**config.mk**
```make
export PLATFORM = sky130hd
export DESIGN_NAME = ppf_frame_collector
export DESIGN_NICKNAME = d
export VERILOG_FILES = /design/src/rtl/ppf_pkg.sv /design/src/rtl/ppf_frame_fifo.sv /design/src/rtl/ppf_frame_collector.sv
export SDC_FILE = /design/constraint.sdc
export NUM_CORES = 2
export LEC_CHECK = 0
export ABC_AREA = 1
export BUFFER_PORTS_ARGS = -buffer_cell sky130_fd_sc_hd__buf_2
export CORE_UTILIZATION = 45
export DETAILED_ROUTE_END_ITERATION = 10
export HOLD_SLACK_MARGIN = 0.15
export SYNTH_ARGS = -nofsm -noshare
export SYNTH_HDL_FRONTEND = slang
export SYNTH_SLANG_ARGS = --single-unit
```
**constraint.sdc**
```tcl
create_clock -name ACLK -period 30.9 [get_ports ACLK]
set_clock_uncertainty 0.15 [all_clocks]
set_input_delay 0 -clock ACLK [delete_from_list [all_inputs] [get_ports ACLK]]
set_output_delay 0 -clock ACLK [all_outputs]
set_load 0.01 [all_outputs]
```
**src/rtl/ppf_pkg.sv**
```systemverilog
// Shared PPF chain definitions: phase count, phase index width, strobe classes
// and the lane slice helper used by the commutator, collector and filter bank.
package ppf_pkg;
    localparam int PPF_NUM_PHASES = 8;
    localparam int PPF_PHASE_W    = 3;
    localparam int PPF_LANE_W     = 32;

    typedef enum logic [2:0] {
        UPD_IDLE,
        UPD_ACCEPT,
        UPD_COMPLETE,
        UPD_RESYNC,
        UPD_ERROR
    } ppf_upd_e;

    function automatic logic [PPF_LANE_W-1:0] lane(
        input logic [PPF_NUM_PHASES*PPF_LANE_W-1:0] bus,
        input logic [PPF_PHASE_W-1:0]               k
    );
        return bus[int'(k)*PPF_LANE_W +: PPF_LANE_W];
    endfunction
endpackage

```
**src/rtl/ppf_frame_fifo.sv**
```systemverilog
// Frame FIFO: synchronous, first-word fall-through, with a registered read port
// so the storage array maps onto block RAM.
module ppf_frame_fifo #(
    parameter int WIDTH = 256,
    parameter int DEPTH = 4
) (
    input  logic                   ACLK,
    input  logic                   ARESETn,
    input  logic                   push,
    input  logic [WIDTH-1:0]       din,
    input  logic                   pop,
    output logic [WIDTH-1:0]       dout,
    output logic                   full,
    output logic                   empty,
    output logic [$clog2(DEPTH):0] level
);
    localparam int AW = $clog2(DEPTH);
    localparam int LW = AW + 1;

    logic [WIDTH-1:0] mem [DEPTH];
    logic [WIDTH-1:0] dout_reg;
    logic [AW-1:0]    wr_ptr_reg, rd_ptr_reg, rd_ptr_next;
    logic [LW-1:0]    count_reg, count_next;
    logic             wr_en, rd_en, bypass;

    assign full  = (count_reg == LW'(DEPTH));
    assign empty = (count_reg == '0);
    assign rd_en = pop && !empty;
    // A pop in the same cycle frees the head slot, so a push into a full FIFO still lands.
    assign wr_en = push && (!full || rd_en);
    assign rd_ptr_next = rd_ptr_reg + AW'(rd_en);
    // The incoming word is the next head only when it will be the sole occupant.
    assign bypass = wr_en && (wr_ptr_reg == rd_ptr_next);

    always_comb begin
        count_next = count_reg;
        if (wr_en && !rd_en)
            count_next = count_reg + 1'b1;
        else if (!wr_en && rd_en)
            count_next = count_reg - 1'b1;
    end

    always_ff @(posedge ACLK) begin
        if (wr_en)
            mem[wr_ptr_reg] <= din;
    end

    always_ff @(posedge ACLK or negedge ARESETn) begin
        if (!ARESETn) begin
            wr_ptr_reg <= '0;
            rd_ptr_reg <= '0;
            count_reg  <= '0;
            dout_reg   <= '0;
        end else begin
            wr_ptr_reg <= wr_ptr_reg + AW'(wr_en);
            rd_ptr_reg <= rd_ptr_next;
            count_reg  <= count_next;
            dout_reg   <= bypass ? din : mem[rd_ptr_next];
        end
    end

    assign dout  = dout_reg;
    assign level = count_reg;
endmodule

```
**src/rtl/ppf_frame_collector.sv**
```systemverilog
// PPF frame collector: assembles in-order phase strobes into aligned 8-lane frames
// and streams them from a small frame FIFO as an AXI-stream master.
module ppf_frame_collector
    import ppf_pkg::*;
#(
    parameter int TDATA_WIDTH    = 32,
    parameter int FIFO_DEPTH     = 4,
    parameter int FRAMES_PER_PKT = 16
) (
    input  logic                                  ACLK,
    input  logic                                  ARESETn,
    input  logic [PPF_NUM_PHASES*TDATA_WIDTH-1:0] ch_data_i,
    input  logic [PPF_NUM_PHASES-1:0]             ch_upd_i,
    input  logic                                  clr_i,
    output logic [PPF_NUM_PHASES*TDATA_WIDTH-1:0] M_TDATA,
    output logic                                  M_TVALID,
    output logic                                  M_TLAST,
    input  logic                                  M_TREADY,
    output logic                                  phase_err_o,
    output logic                                  ovf_o,
    output logic [$clog2(FIFO_DEPTH):0]           fifo_level_o
);
    localparam int FW  = PPF_NUM_PHASES * TDATA_WIDTH;
    localparam int PCW = (FRAMES_PER_PKT > 1) ? $clog2(FRAMES_PER_PKT) : 1;
    localparam logic [PPF_PHASE_W-1:0]    LAST_PH  = PPF_PHASE_W'(PPF_NUM_PHASES - 1);
    localparam logic [PPF_NUM_PHASES-1:0] PH0_MASK = 1;
    localparam logic [PCW-1:0]            LAST_CNT = PCW'(FRAMES_PER_PKT - 1);

    logic [PPF_PHASE_W-1:0]    exp_ph_reg, exp_ph_next;
    logic [PPF_NUM_PHASES-1:0] exp_mask;
    ppf_upd_e                  upd_cls;
    logic [FW-1:0]             frame;
    logic                      phase_err_reg, ovf_reg, ovf_next;
    logic [PCW-1:0]            pkt_cnt_reg;
    logic                      push, pop, overflow, fifo_full, fifo_empty;

    assign exp_mask = PH0_MASK << exp_ph_reg;

    always_comb begin
        upd_cls     = UPD_IDLE;
        exp_ph_next = exp_ph_reg;
        if (ch_upd_i == '0) begin
            upd_cls = UPD_IDLE;
        end else if (ch_upd_i == exp_mask) begin
            upd_cls     = (exp_ph_reg == LAST_PH) ? UPD_COMPLETE : UPD_ACCEPT;
            exp_ph_next = exp_ph_reg + 1'b1;
        end else if (ch_upd_i == PH0_MASK) begin
            // A stray phase-0 strobe starts a fresh frame instead of being thrown away.
            upd_cls     = UPD_RESYNC;
            exp_ph_next = PPF_PHASE_W'(1);
        end else begin
            upd_cls     = UPD_ERROR;
            exp_ph_next = '0;
        end
    end

    genvar gi;
    generate
        for (gi = 0; gi < PPF_NUM_PHASES - 1; gi++) begin : g_lane
            logic [TDATA_WIDTH-1:0] shadow_reg;
            logic                   latch_en;

            assign latch_en = (upd_cls == UPD_ACCEPT && exp_ph_reg == PPF_PHASE_W'(gi))
                           || (gi == 0 && upd_cls == UPD_RESYNC);

            always_ff @(posedge ACLK or negedge ARESETn) begin
                if (!ARESETn)
                    shadow_reg <= '0;
                else if (latch_en)
                    shadow_reg <= ch_data_i[gi*TDATA_WIDTH +: TDATA_WIDTH];
            end

            assign frame[gi*TDATA_WIDTH +: TDATA_WIDTH] = shadow_reg;
        end
    endgenerate

    // The last phase goes straight from the input into the frame, saving a cycle.
    assign frame[(PPF_NUM_PHASES-1)*TDATA_WIDTH +: TDATA_WIDTH] =
        ch_data_i[(PPF_NUM_PHASES-1)*TDATA_WIDTH +: TDATA_WIDTH];

    assign push     = (upd_cls == UPD_COMPLETE);
    assign pop      = !fifo_empty && M_TREADY;
    assign overflow = push && fifo_full && !pop;

    ppf_frame_fifo #(
        .WIDTH (FW),
        .DEPTH (FIFO_DEPTH)
    ) u_fifo (
        .ACLK    (ACLK),
        .ARESETn (ARESETn),
        .push    (push),
        .din     (frame),
        .pop     (pop),
        .dout    (M_TDATA),
        .full    (fifo_full),
        .empty   (fifo_empty),
        .level   (fifo_level_o)
    );

    always_comb begin
        ovf_next = ovf_reg;
        if (clr_i)
            ovf_next = 1'b0;
        if (overflow)
            ovf_next = 1'b1;
    end

    always_ff @(posedge ACLK or negedge ARESETn) begin
        if (!ARESETn) begin
            exp_ph_reg    <= '0;
            phase_err_reg <= 1'b0;
            ovf_reg       <= 1'b0;
            pkt_cnt_reg   <= '0;
        end else begin
            exp_ph_reg    <= exp_ph_next;
            phase_err_reg <= (upd_cls == UPD_ERROR) || (upd_cls == UPD_RESYNC);
            ovf_reg       <= ovf_next;
            if (pop)
                pkt_cnt_reg <= (pkt_cnt_reg == LAST_CNT) ? '0 : pkt_cnt_reg + 1'b1;
        end
    end

    assign M_TVALID    = !fifo_empty;
    assign M_TLAST     = !fifo_empty && (pkt_cnt_reg == LAST_CNT);
    assign phase_err_o = phase_err_reg;
    assign ovf_o       = ovf_reg;
endmodule

```
==> impl_metrics.json <==
{
  "path_clk_slew_ps": 60,
  "slew_headroom_pct": 9.59,
  "synthAdderAreaFrac_pct": 0.245,
  "viasPerCell": 5.17,
  "grt_pass1_wl_um": 238000,
  "finalHoldViolations": 0,
  "cts_root_buf": "clkbuf_16",
  "postSynthCellCount": 5242,
  "yosys.area_share.simple_pct": 18.5,
  "synth_cell_type_count": 32,
  "synthMuxAreaShare_pct": 0.0190,
  "drt_iter0_markers": 3200,
  "final_area_um2": 74100,
  "top_layer_used": "met5",
  "cp-end-kind": "flip-flop",
  "holdWs_ps": 235,
  "cap_viol_max_count": 0,
  "ant_nets": 0,
  "finalWirelength_um": 156000,
  "drt_first_pass_iters": 6,
  "required_ps": 31140,
  "yosys_warnings": 0,
  "gp_congestion": 0.805,
  "numCtsBuffers": 158,
  "ys_seq_area_share_pct": 72.9,
  "preCtsSetupSlack_ps": 24550,
  "period_share_pct": 24.2,
  "hold_path_depth": 10,
  "timing.rr.end": "u_fifo.mem[2][64]",
  "ys_top_cells_by_area": "edfxtp_1, dfrtp_1, nand2_1, nand4_1, a31oi_1",
  "ys.flop_type": "edfxtp_1",
  "rrSetupSlack_ps": 23420,
  "grt.total_usage_pct": 23.3,
  "synthMostInstantiatedCell": "nand2_1",
  "grt_max_degree": 209,
  "hp-class": "in2reg",
  "setup_viol": 0,
  "report.power.total_mw": 6.29,
  "layout_setup_ws_ps": 23420,
  "synth-edff-count": 1024,
  "fin_nets": 6507,
  "async_reset_ff_share_pct": 32.6,
  "synth_nets": 5521,
  "coreArea_um2": 130000,
  "row_count": 132,
  "max_freq_mhz": 134,
  "overflow": 0,
  "dp_cells": 7241,
  "place_hpwl_um": 79200,
  "die-area_um2": 133000,
  "worstHoldStart": "ch_upd_i[1]",
  "status": "finished, final reports clean",
  "htree_levels": 4,
  "synth_top_family_by_area": "simple AND/OR/NAND/NOR gates",
  "area_growth_syn_to_layout_pct": 25.3,
  "syn-cell-area_um2": 59200,
  "die_y_um": 365,
  "ios": 531,
  "arrival_ps": 7720,
  "wl_met2_um": 76700,
  "synth_compound_area_share_pct": 4.42,
  "wl_per_cell_um": 19.2,
  "p_per_area_nw_per_um2": 84.8,
  "total_leakage_power_nw": 32.1,
  "yosys-top-cells-count": "nand2_1, edfxtp_1, dfrtp_1",
  "hold_path_end": "u_fifo.dout[152]",
  "drive_gt1_share_pct": 13.2,
  "critPathMaxFanout": 57,
  "rsz0062_at_grt": "no",
  "path_class": "reg2reg",
  "antenna_found_initial": 10,
  "portBuffers": 530,
  "start_util_pct": 45.5,
  "ys_ff_latch": 1520,
  "synth_area_leader_cell": "edfxtp_1",
  "peakVddDrop_v": 0.000103,
  "place_area_um2": 63200,
  "ctsResizeCount": 0,
  "die_w_um": 365,
  "reg2reg_from": "exp_ph_reg[0]",
  "final_core_util_pct": 57.0,
  "clk_latency_ps": 790,
  "grt_pass1_vias": 40700,
  "tightestPinTransition_ps": 1360,
  "cts_tree": "done",
  "largest_register_ffs": 1024,
  "worstSetupStartpointType": "flip-flop",
  "remaining_drc_errors": 0,
  "final_cells": 8114,
  "synth_top_area_share_pct": 52.0,
  "period_needed_ps": 7480,
  "final.setup.tns_ps": 0,
  "vias": 42000,
  "route.met3.wl_um": 9780,
  "cts.sinks": 1520,
  "wl_met1_um": 65600,
  "cts_buffer_depth": 3,
  "syn_avg_cell_area_um2": 11.3,
  "finalMaxSlewViolations": 0,
  "reg2regPathDepth": 18,
  "synth_xor_area_share_pct": 0.104
}
logic make-up after synthesis:
group	after synthesis
and+or+nand+nor	2702
xor gates and xnor gates	7
adders and majority gates	11
DFF	1520
AOI/OAI and AO/OA	458
muxes	1
buffers and inverters	543
worst max-delay path by stage:
| stage | start | end | slack [ps] | cells past startpoint |
|---|---|---|---|---|
| after CTS | exp_ph_reg[0] | u_fifo.mem[2][64] | 23470 | 18 |
| after detailed placement | exp_ph_reg[2] | u_fifo.mem[2][87] | 24550 | 14 |
| after global routing | exp_ph_reg[0] | u_fifo.mem[2][64] | 22970 | 18 |
| after global placement | exp_ph_reg[2] | u_fifo.mem[2][85] | 24580 | 14 |
| after floorplan | exp_ph_reg[0] | u_fifo.mem[2][0] | 10530 | 12 |
| final | exp_ph_reg[0] | u_fifo.mem[2][64] | 23420 | 18 |
worst max-delay path, stage by stage (launching register included):
cell	delay, ps
dfrtp_1	430
ha_1	250
ha_1	250
inv_1	110
nand2_1	60
nand2_1	50
nand3_1	70
dlygate4sd3_1	570
nor2_1	160
dlygate4sd3_1	590
nand2_1	110
nor2_4	90
buf_4	630
nand2_1	340
nor3_2	200
buf_4	570
buf_4	680
buf_4	840
buf_4	780
cells in the final DEF (no fill, tap or decap), types with 7 or more instances in the layout:
cell,Yosys,routed
nor2_1,274,272
buf_4,8,44
edfxtp_1,1024,1024
dlygate4sd3_1,0,568
clkinv_16,0,7
dfrtp_1,496,496
a31oi_1,256,256
clkbuf_8,0,26
o21ai_0,196,196
ha_1,10,9
diode_2,0,7
nand2_1,2103,2102
buf_12,0,10
buf_2,40,529
clkbuf_16,0,161
inv_1,213,213
clkinv_2,0,25
nand3_1,51,50
clkinv_1,0,21
clkbuf_1,251,45
nand4_1,257,257
per-layer routing:
layer / up-vias / GRT usage (%)
met5: - / 0
met4: 8 / 7.48
met3: 260 / 4.27
met2: 1303 / 38.7
met1: 20600 / 30.9
li1: 19800 / -
where the power goes:
group | leakage (nW) | internal [mW] | switching [mW] | total (mW)
Clock | 2.54 | 1.06 | 0.807 | 1.87
Sequential | 16.2 | 2.38 | 0.113 | 2.49
Combinational | 13.4 | 0.610 | 1.32 | 1.92
Total | 32.1 | 4.05 | 2.24 | 6.29
final cells by class:
cell class,count,area [µm²]
fill,10700,55800
sequential,1520,43200
multi-input combinational,3179,13900
timing repair buffer,1153,8910
clock buffer,232,4560
tap,1742,2180
inverter,216,821
clock inverter,65,649
antenna,7,17.5
repair_timing:
| item | 4_1_cts | 5_1_grt |
|---|---|---|
| hold endpoints to repair | 768 | 0 |
| endpoints found under the setup margin | 0 | 0 |
| buffers inserted | 0 | 0 |
| hold buffers | 569 | 0 |
Note: power is estimated with default switching activity, not from simulation.
